<file path="src/rtl/hyperbus_cs_sequencer.sv">
// HyperBus chip-select / clock-enable sequencer in the tx_clk_90 domain.
// Walks SETUP -> ACTIVE -> HOLD -> RECOVER per descriptor and samples RWDS once.
module hyperbus_cs_sequencer #(
  parameter int unsigned NumChips      = 2,
  parameter int unsigned CssCycles     = 1,
  parameter int unsigned CshCycles     = 1,
  parameter int unsigned RwdsSampleIdx = 2,
  parameter int unsigned ChipIdxW      = (NumChips > 1) ? $clog2(NumChips) : 1
) (
  input  logic                tx_clk_90,
  input  logic                rst_ni,
  input  logic                req_valid_i,
  output logic                req_ready_o,
  input  logic [ChipIdxW-1:0] req_chip_i,
  input  logic [15:0]         req_ck_cycles_i,
  input  logic [3:0]          req_rwr_cycles_i,
  input  logic                abort_i,
  input  logic                hyper_rwds_i,
  output logic [NumChips-1:0] hyper_cs_no,
  output logic                ck_ena_o,
  output logic                rwds_sample_o,
  output logic                rwds_sample_valid_o,
  output logic                done_o,
  output logic                busy_o
);

  typedef enum logic [2:0] {
    ST_IDLE,
    ST_SETUP,
    ST_ACTIVE,
    ST_HOLD,
    ST_RECOVER
  } state_e;

  localparam logic [15:0] CssLoad = 16'(CssCycles - 1);
  localparam logic [15:0] CshLoad = 16'(CshCycles - 1);

  state_e              state_reg, state_next;
  logic [15:0]         cnt_reg, cnt_next;
  logic [15:0]         cycles_reg, cycles_next;
  logic [ChipIdxW-1:0] chip_reg, chip_next;
  logic [3:0]          rwr_reg, rwr_next;

  logic [NumChips-1:0] cs_reg, cs_next;
  logic                ck_ena_reg, ck_ena_next;
  logic                sample_reg, sample_next;
  logic                sample_valid_reg;
  logic                done_reg, done_next;

  logic [15:0]         rwr_load;
  logic [16:0]         active_idx;
  logic                sample_fire;
  logic                abort_hit;
  logic                cs_on_next;

  // RECOVER lasts at least one cycle even when rwr is 0.
  assign rwr_load   = (rwr_reg == 4'd0) ? 16'd0 : ({12'd0, rwr_reg} - 16'd1);
  assign active_idx = {1'b0, cycles_reg} - {1'b0, cnt_reg} - 17'd1;
  assign abort_hit  = abort_i && ((state_reg == ST_SETUP) || (state_reg == ST_ACTIVE) ||
                                  (state_reg == ST_HOLD));
  assign sample_fire = (state_reg == ST_ACTIVE) && !abort_i &&
                       (active_idx == 17'(RwdsSampleIdx));

  always_comb begin
    state_next  = state_reg;
    cnt_next    = cnt_reg;
    cycles_next = cycles_reg;
    chip_next   = chip_reg;
    rwr_next    = rwr_reg;
    unique case (state_reg)
      ST_IDLE: begin
        if (req_valid_i) begin
          chip_next   = req_chip_i;
          cycles_next = req_ck_cycles_i;
          rwr_next    = req_rwr_cycles_i;
          cnt_next    = CssLoad;
          state_next  = ST_SETUP;
        end
      end
      ST_SETUP: begin
        if (cnt_reg != 16'd0) begin
          cnt_next = cnt_reg - 16'd1;
        end else if (cycles_reg != 16'd0) begin
          cnt_next   = cycles_reg - 16'd1;
          state_next = ST_ACTIVE;
        end else begin
          cnt_next   = CshLoad;
          state_next = ST_HOLD;
        end
      end
      ST_ACTIVE: begin
        if (cnt_reg != 16'd0) begin
          cnt_next = cnt_reg - 16'd1;
        end else begin
          cnt_next   = CshLoad;
          state_next = ST_HOLD;
        end
      end
      ST_HOLD: begin
        if (cnt_reg != 16'd0) begin
          cnt_next = cnt_reg - 16'd1;
        end else begin
          cnt_next   = rwr_load;
          state_next = ST_RECOVER;
        end
      end
      ST_RECOVER: begin
        if (cnt_reg != 16'd0) begin
          cnt_next = cnt_reg - 16'd1;
        end else begin
          state_next = ST_IDLE;
        end
      end
      default: begin
        state_next = ST_IDLE;
        cnt_next   = 16'd0;
      end
    endcase
    // Abort overrides whatever the counters decided this cycle.
    if (abort_hit) begin
      cnt_next   = rwr_load;
      state_next = ST_RECOVER;
    end
  end

  assign cs_on_next  = (state_next == ST_SETUP) || (state_next == ST_ACTIVE) ||
                       (state_next == ST_HOLD);
  assign ck_ena_next = (state_next == ST_ACTIVE);
  assign done_next   = (state_next == ST_RECOVER) && (state_reg != ST_RECOVER);
  assign sample_next = sample_fire ? hyper_rwds_i : sample_reg;

  // Out-of-range chip indices match no bit, so every CS stays high.
  for (genvar gi = 0; gi < NumChips; gi++) begin : g_cs
    assign cs_next[gi] = !(cs_on_next && (32'(chip_next) == gi));
  end

  always_ff @(posedge tx_clk_90 or negedge rst_ni) begin
    if (!rst_ni) begin
      state_reg        <= ST_IDLE;
      cnt_reg          <= 16'd0;
      cycles_reg       <= 16'd0;
      chip_reg         <= '0;
      rwr_reg          <= 4'd0;
      cs_reg           <= '1;
      ck_ena_reg       <= 1'b0;
      sample_reg       <= 1'b0;
      sample_valid_reg <= 1'b0;
      done_reg         <= 1'b0;
    end else begin
      state_reg        <= state_next;
      cnt_reg          <= cnt_next;
      cycles_reg       <= cycles_next;
      chip_reg         <= chip_next;
      rwr_reg          <= rwr_next;
      cs_reg           <= cs_next;
      ck_ena_reg       <= ck_ena_next;
      sample_reg       <= sample_next;
      sample_valid_reg <= sample_fire;
      done_reg         <= done_next;
    end
  end

  assign hyper_cs_no         = cs_reg;
  assign ck_ena_o            = ck_ena_reg;
  assign rwds_sample_o       = sample_reg;
  assign rwds_sample_valid_o = sample_valid_reg;
  assign done_o              = done_reg;
  assign req_ready_o         = (state_reg == ST_IDLE);
  assign busy_o              = (state_reg != ST_IDLE);

endmodule

</file>
<file path="config.mk">
export PLATFORM = sky130hd
export DESIGN_NAME = hyperbus_cs_sequencer
export DESIGN_NICKNAME = d
export VERILOG_FILES = /design/src/rtl/hyperbus_cs_sequencer.sv
export SDC_FILE = /design/constraint.sdc
export NUM_CORES = 1
export LEC_CHECK = 0
export ABC_CLOCK_PERIOD_IN_PS = 4200
export CORE_UTILIZATION = 30
export CTS_CLUSTER_SIZE = 14
export DETAILED_ROUTE_END_ITERATION = 10
export PLACE_DENSITY = 0.52
export SLEW_MARGIN = 5
export SYNTH_ARGS = -nofsm -noshare
export SYNTH_HDL_FRONTEND = slang
export SYNTH_SLANG_ARGS = --single-unit
</file>
<file path="constraint.sdc">
create_clock -name tx_clk_90 -period 4.2 [get_ports tx_clk_90]
set_input_delay 0.63 -clock tx_clk_90 [delete_from_list [all_inputs] [get_ports tx_clk_90]]
set_output_delay 0.63 -clock tx_clk_90 [all_outputs]
set_load 0.01 [all_outputs]
</file>
==> impl_results.md, run 1 <==
- Status: completed
- P_int: slightly below 2 mW
- Synth async-reset ratio: 100%
- Multi-input logic area: 2190 um^2
- Critical path launch point type: register
- H-Tree Level Count: 2
- Area grow syn2layout: 19.1%
- Most numerous cell in the Yosys netlist: dfrtp_1
- # setup viols final: 0
- R2R depth: 11
- RSZ-0062 raised after global routing: false
- Critical Path End Type: register
- Final wirelength: about 9000 um
- Router iterations before antenna repair: 5
- Top-level port count: 34
- Min Tclk post-route: 3560 ps
- Cell family with most CP delay: compound AO/OA/AOI/OAI gates
- Slew headroom: 44.8%
- Largest net degree at the start of global routing: 47
- P per Cell Area: 895 nW/um^2
- Hold buffers post-CTS: 0
- Critical Path Start: cnt_reg[0]
- Total GRT Usage: 16.4%
- WHS: 436 ps
- Synthesized instance count: approximately 400
- Seq pwr share: between 20% and 30%
- Cts bufs inserted: 5
- Peak Freq: roughly 280 MHz
- Synth cell count leaders: dfrtp_1 (44), nor2_1 (35), nand2_1 (34)
- Top cells by area, synth: dfrtp_1 (32%), ha_1 (6.8%), mux2_2 (6.1%), a21oi_1 (4.3%), nor2_1 (3.8%)
- Ant diodes: 0
- FF+latch area: about 1200 um^2
- Final non-filler cell total: 582
- Initial antenna violation count: 0
- CTS tree: yes
- Via count: 3,083
- Yosys top cell by area: dfrtp_1
- Die area: 12,000 um^2
- Final Hold Violating Endpoints: 0
- Seq/Total Area, Yosys: between 30 and 40%
- Fillers: between 1,000 and 1,500
- Maximum root-to-sink buffer count: 2
- Crit path kind: reg2reg
- Clock sinks: 46
- Layout cell share with drive strength beyond 1: 10.4%
- Critical path fanouts, max: 5
- Starting density of the core: 31.4%
- Row count: 38
- Height of the die: between 100 and 150 um
- Top FF cell, synth: dfrtp_1
- Final Util: ~37%
- Synth warnings: 0
- P_sw: 1.78 mW
- Starting DRT DRC Count: 181
- RR Endpoint: rwds_sample_o
- R2R Path Start: cnt_reg[0]
- Total of max-cap violations: 0
- Max VDD drop: 0.300 mV
- GP Congestion: about 0.84
- Mapped Avg Cell Area: roughly 8.6 um^2
- CP Buf/Inv Count: 1
- Crit path largest cell delay: 560 ps
- Vias in the first global route: 2,951
- EDFF count, synth: 0
- Worst-path clk slew: 60 ps
- CP arrival: 3730 ps
- Req. time, crit path: 4360 ps
- Worst Hold Class: in2async
- Comb power frac: 64.4%
- CP max-delay cell: or4_4
- Cell count along the critical path: 11
- Sw frac: 47.9%
- Clk root buf: clkbuf_16
- LEAKAGE: 1.66 nW
- Synthesized flop and latch total: 46
- Power Total: 3.71 mW
- Post-CTS setup repair buffer count: 0
- Clk_lat worst skew: 280 ps
- Pins over their slew limit: 0
- Reg2Reg Setup Slack: 640 ps
- Core box area: around 11,000 um^2
- Die Wd: 110 um
- Drt via density: roughly 5.3
- Syn Std Cell Area: 3480 um^2
- CTS resizes: 0
- Post-Syn Nets: ~450
- Antenna Nets Post-Route: 0
- Worst-margin pin slew: between 800 and 900 ps
- DRC: 0
- Layout net count: slightly below 500
- Final setup TNS: 0 ps
- Gr ovfl total: 0
- Synth unique cells: 64
- Port Buffers: 33
- Final worst-path cycle share: 84.8%
- Crit path to: rwds_sample_o
- Crit-path cells: inv_1, ha_1, fa_1, a211oi_1, nor2_1, o311ai_1, a31oi_1, xor2_1, or4_4, nor4_4, mux2_1
- Top cell type's share of synthesized area: 31.6%
- Drt wl/cell: around 16 um
- Setup Skew: ~7.4 ps
- Global-route wire length before repair: between 15,000 and 20,000 um
- Placed Cells: 574
- Final HPWL DP: 6870 um
- Clock power frac: 12.0%
[cells in the final DEF, fill, tap and decap left out, drive strengths merged, types with 2 or more instances in the layout]
cell,synthesis,final
nor3,22,22
buf,3,7
a21oi,30,30
dfstp,2,2
or2,4,4
a22oi,3,3
inv,24,24
nor4,10,10
xor2,15,15
nand2b,7,7
dfrtp,44,44
clkdlybuf4s50,0,32
o31ai,2,2
o21ai,36,36
a21o,5,5
a31oi,5,5
nor2b,3,3
o311ai,2,2
and2,3,3
or4,3,3
o21a,5,5
and3,3,3
xnor2,13,13
ha,19,19
nand4b,2,2
a211oi,5,5
o22ai,3,3
o31a,2,2
clkbuf,9,6
nand2,34,34
nand3,8,8
a221o,2,2
nand3b,2,2
o211a,2,2
nor2,35,35
mux2,20,20
[area by class of cell]
cell class,count,share of cell area (%)
inverter,24,2.17
timing repair buffer,39,8.93
tap,140,4.22
clock inverter,2,0.905
sequential,46,27.8
clock buffer,6,3.11
multi-input combinational,325,52.9
[per-stage QoR]
step	worst slack [ps]	cell area [um^2]
after floorplan	1020	3480
after global placement	660	3980
after detailed placement	562	3980
after CTS	647	4150
after global routing	376	4150
final	638	4150
[routing by layer]
layer,GRT usage [%],vias to the layer above,part of all wire [%]
met5,0,-,0
met4,3.05,0,0.46
met3,3.26,2,4.2
met2,26.2,75,46
met1,22.9,1460,50
li1,-,1546,-
[worst min path at each step]
stage / startpoint / end / slack [ps] / depth (start not counted)
after floorplan: rst_ni / chip_reg / 330 / 0
after global placement: rwds_sample_o / rwds_sample_o / 480 / 1
after detailed placement: rwds_sample_o / rwds_sample_o / 480 / 1
after CTS: rst_ni / cycles_reg[5] / 480 / 2
after global routing: rst_ni / state_reg[0] / 510 / 2
final: rst_ni / rwds_sample_o / 440 / 2
[kinds of logic after synthesis]
kind of cell | share of synthesized area [%]
simple gates | 21.5
compound gates | 20.0
flops | 33.1
buf+inv | 4.17
xor+xnor | 7.04
mux | 6.76
fa+ha+maj | 7.40
[power by group through the flow]
stage / sequential, mW / clock (mW) / combinational (mW)
floorplan: 0.782 / 0 / 1.85
global placement: 0.879 / 0 / 2.35
detailed placement: 0.884 / 0 / 2.37
CTS: 0.877 / 0.467 / 2.39
global route: 0.911 / 0.487 / 2.68
finish: 0.875 / 0.447 / 2.39
No activity file was read; power rests on OpenSTA's default activity.
==> run 2, diff against run 1 <==
--- a/config.mk
+++ b/config.mk
@@ -5,11 +5,11 @@
 export SDC_FILE = /design/constraint.sdc
 export NUM_CORES = 1
 export LEC_CHECK = 0
-export ABC_CLOCK_PERIOD_IN_PS = 4200
+export ABC_CLOCK_PERIOD_IN_PS = 3180
 export CORE_UTILIZATION = 30
 export CTS_CLUSTER_SIZE = 14
 export DETAILED_ROUTE_END_ITERATION = 10
-export PLACE_DENSITY = 0.52
+export PLACE_DENSITY = 0.54
 export SLEW_MARGIN = 5
 export SYNTH_ARGS = -nofsm -noshare
 export SYNTH_HDL_FRONTEND = slang
==> constraint.sdc (replaced) <==
create_clock -name tx_clk_90 -period 3.18 [get_ports tx_clk_90]
set_input_delay 0.477 -clock tx_clk_90 [delete_from_list [all_inputs] [get_ports tx_clk_90]]
set_output_delay 0.477 -clock tx_clk_90 [all_outputs]
set_load 0.01 [all_outputs]
==> impl_results.md, run 2 (synthesized netlist as in run 1, its figures left out) <==
- Status: finished with violations
- Failing checks: negative setup slack
- P per Cell Area: 1190 nW/um^2 (+33%)
- Crit-path cells: ha_4, fa_2, a211oi_2, nor2_1, o311ai_2, a31oi_1, xor2_1, or4_4, nor4_4, mux2_4
- Clock power frac: 10.6% (-1.4 points)
- CP Buf/Inv Count: 0 (-1)
- Gr ovfl total: 0 (unchanged)
- Final worst-path cycle share: 101% (+16 points)
- Antenna Nets Post-Route: 0 (unchanged)
- Multi-input logic area: 2240 um^2 (+2.1%)
- Router iterations before antenna repair: 4 (-1)
- Row count: 38 (unchanged)
- Critical Path Start: cycles_reg[0]
- Pins over their slew limit: 0 (unchanged)
- Slack of the critical path: -22.4 ps (-660 ps)
- Starting DRT DRC Count: 208 (+15%)
- Max VDD drop: 0.472 mV (+57%)
- Critical path fanouts, max: 4 (-1)
- Largest net degree at the start of global routing: 34 (-28%)
- Slew headroom: 49.2% (+4.4 points)
- Top-level port count: 34 (unchanged)
- Hold buffers post-CTS: 0 (unchanged)
- H-Tree Level Count: 2 (unchanged)
- RR Endpoint: rwds_sample_o
- Clk_lat worst skew: 300 ps (+20 ps)
- Layout cell share with drive strength beyond 1: 17.1% (+6.7 points)
- FF+latch area: 1150 um^2 (unchanged)
- Area grow syn2layout: 26.0%
- DRC: 0 (unchanged)
- Total GRT Usage: 17.8% (+1.5 points)
- Crit path kind: reg2reg
- Die area: 12,000 um^2 (unchanged)
- R2R depth: 10 (-1)
- LEAKAGE: 1.79 nW (+7.9%)
- Final Util: 39.6% (+2.2 points)
- P_int: 2.74 mW (+41%)
- Port Buffers: 33 (unchanged)
- Setup Skew: 3.68 ps (-3.68 ps)
- Critical Path End Type: register
- P_sw: 2.47 mW (+39%)
- Sw frac: 47.4% (-0.49 points)
- Reg2Reg Setup Slack: -20 ps (-660 ps)
- Commonest non-fill, non-tap cells in the layout: dfrtp_1 (44), nor2_1 (34), nand2_1 (34)
- Cts bufs inserted: 5 (unchanged)
- Worst-margin pin slew: 756 ps (-64.1 ps)
- Final Hold Violating Endpoints: 0 (unchanged)
- Commonest non-fill, non-tap cell in the layout: dfrtp_1
- Maximum root-to-sink buffer count: 2 (unchanged)
- Req. time, crit path: 3360 ps (-1000 ps)
- Final wirelength: 9620 um (+5.9%)
- GP Congestion: 0.846 (+0.98%)
- Clk root buf: clkbuf_16
- Core box area: 11,100 um^2 (unchanged)
- Post-Place Setup Slack: -95.6 ps (-657 ps)
- Cell family with most CP delay: simple AND/OR/NAND/NOR gates
- RSZ-0062 raised after global routing: true
- CP arrival: 3380 ps (-350 ps)
- Peak Freq: 312 MHz (+11%)
- Via count: 3,202 (+3.9%)
- Crit path to: rwds_sample_o
- CP max-delay cell: or4_4
- Cell count along the critical path: 10 (-1)
- Final HPWL DP: 7420 um (+8.0%)
- Worst Hold Class: in2async
- Layout net count: 513 (+5.3%)
- Clock sinks: 46 (unchanged)
- Total of max-cap violations: 0 (unchanged)
- Initial antenna violation count: 0 (unchanged)
- Die Wd: 110 um (unchanged)
- Fillers: 1,152 (-0.95%)
- Worst-path clk slew: 60 ps (about the same)
- R2R Path Start: cycles_reg[0]
- Height of the die: 110 um (unchanged)
- # setup viols final: 1 (+1)
- Critical path launch point type: register
- Drt via density: 5.27 (-0.58%)
- Global-route wire length before repair: 16,200 um (+7.7%)
- Seq pwr share: 20.1% (-3.5 points)
- Comb power frac: 69.3% (+4.9 points)
- Drt wl/cell: 15.8 um (+1.3%)
- Min Tclk post-route: 3200 ps (-360 ps)
- Starting density of the core: 31.4% (unchanged)
- Ant diodes: 0 (unchanged)
- Crit path largest cell delay: 550 ps (about the same)
- CTS tree: yes
- Vias in the first global route: 3,178 (+7.7%)
==> run 2: changes by cell type in the layout (fill, tap and decap cells not counted), sizes merged <==
cell | previous run | this run
clkinv | 0 | 1
bufinv | 1 | 0
buf | 7 | 33
==> run 2: routing by layer <==
layer  share of wire (%)  wire length (um)  vias to the layer above  track usage, %
met3                 3.9               371                       10            2.67
met5                   0                 0                        -               0
met1                  48              4640                     1525            23.8
met4                 1.7               166                        0            6.00
met2                  46              4450                       74            29.4
li1                    -                 -                     1593               -
==> run 2: repair_timing <==
action / 4_1_cts / 5_1_grt
endpoints found under the setup margin: 1 / 5
gates resized for setup: 6 / 2
setup buffers: 0 / 0
pin swaps: 1 / 0
==> run 2: power groups by stage <==
stage / registers, mW / logic (mW) / clock network [mW]
2_1_floorplan: 1.03 / 2.46 / 0
3_3_place_gp: 1.04 / 3.47 / 0
3_5_place_dp: 1.05 / 3.51 / 0
4_1_cts: 1.04 / 3.55 / 0.567
5_1_grt: 1.08 / 4.02 / 0.596
6_report: 1.04 / 3.61 / 0.554
==> run 2: layout make-up <==
| type | instances | area share [%] |
|---|---|---|
| inverters | 24 | 2.05 |
| multi-input cells | 325 | 51.0 |
| clock inverters | 2 | 0.285 |
| repair buffers | 65 | 13.2 |
| clock buffers | 6 | 3.17 |
| well taps | 140 | 3.99 |
| flip-flops and latches | 46 | 26.3 |
==> run 2: through the flow <==
step	TNS (ps)	cells	instance area, um^2	total power, mW	hold slack [ps]
after floorplan	0	407	3490	3.49	181
after detailed placement	-95.6	600	4200	4.56	484
after global routing	-259	608	4390	5.69	328
final	-22.4	608	4390	5.20	250
after CTS	-39.0	608	4370	5.16	287
after global placement	-25.8	600	4200	4.51	475
==> run 2: worst register-to-register path, stage by stage (launching register included) <==
cell	delay, ps
dfrtp_1	410
ha_4	180
fa_2	380
a211oi_2	260
nor2_1	120
o311ai_2	360
a31oi_1	160
xor2_1	160
or4_4	550
nor4_4	180
mux2_4	320
==> run 2: worst min-delay path by stage <==
stage	end	start	cells after the start
after CTS	cycles_reg[13]	rst_ni	1
after global placement	rwds_sample_o	rwds_sample_o	1
after floorplan	chip_reg	rst_ni	0
after detailed placement	rwds_sample_o	rwds_sample_o	1
after global routing	cycles_reg[13]	rst_ni	1
final	cycles_reg[13]	rst_ni	1
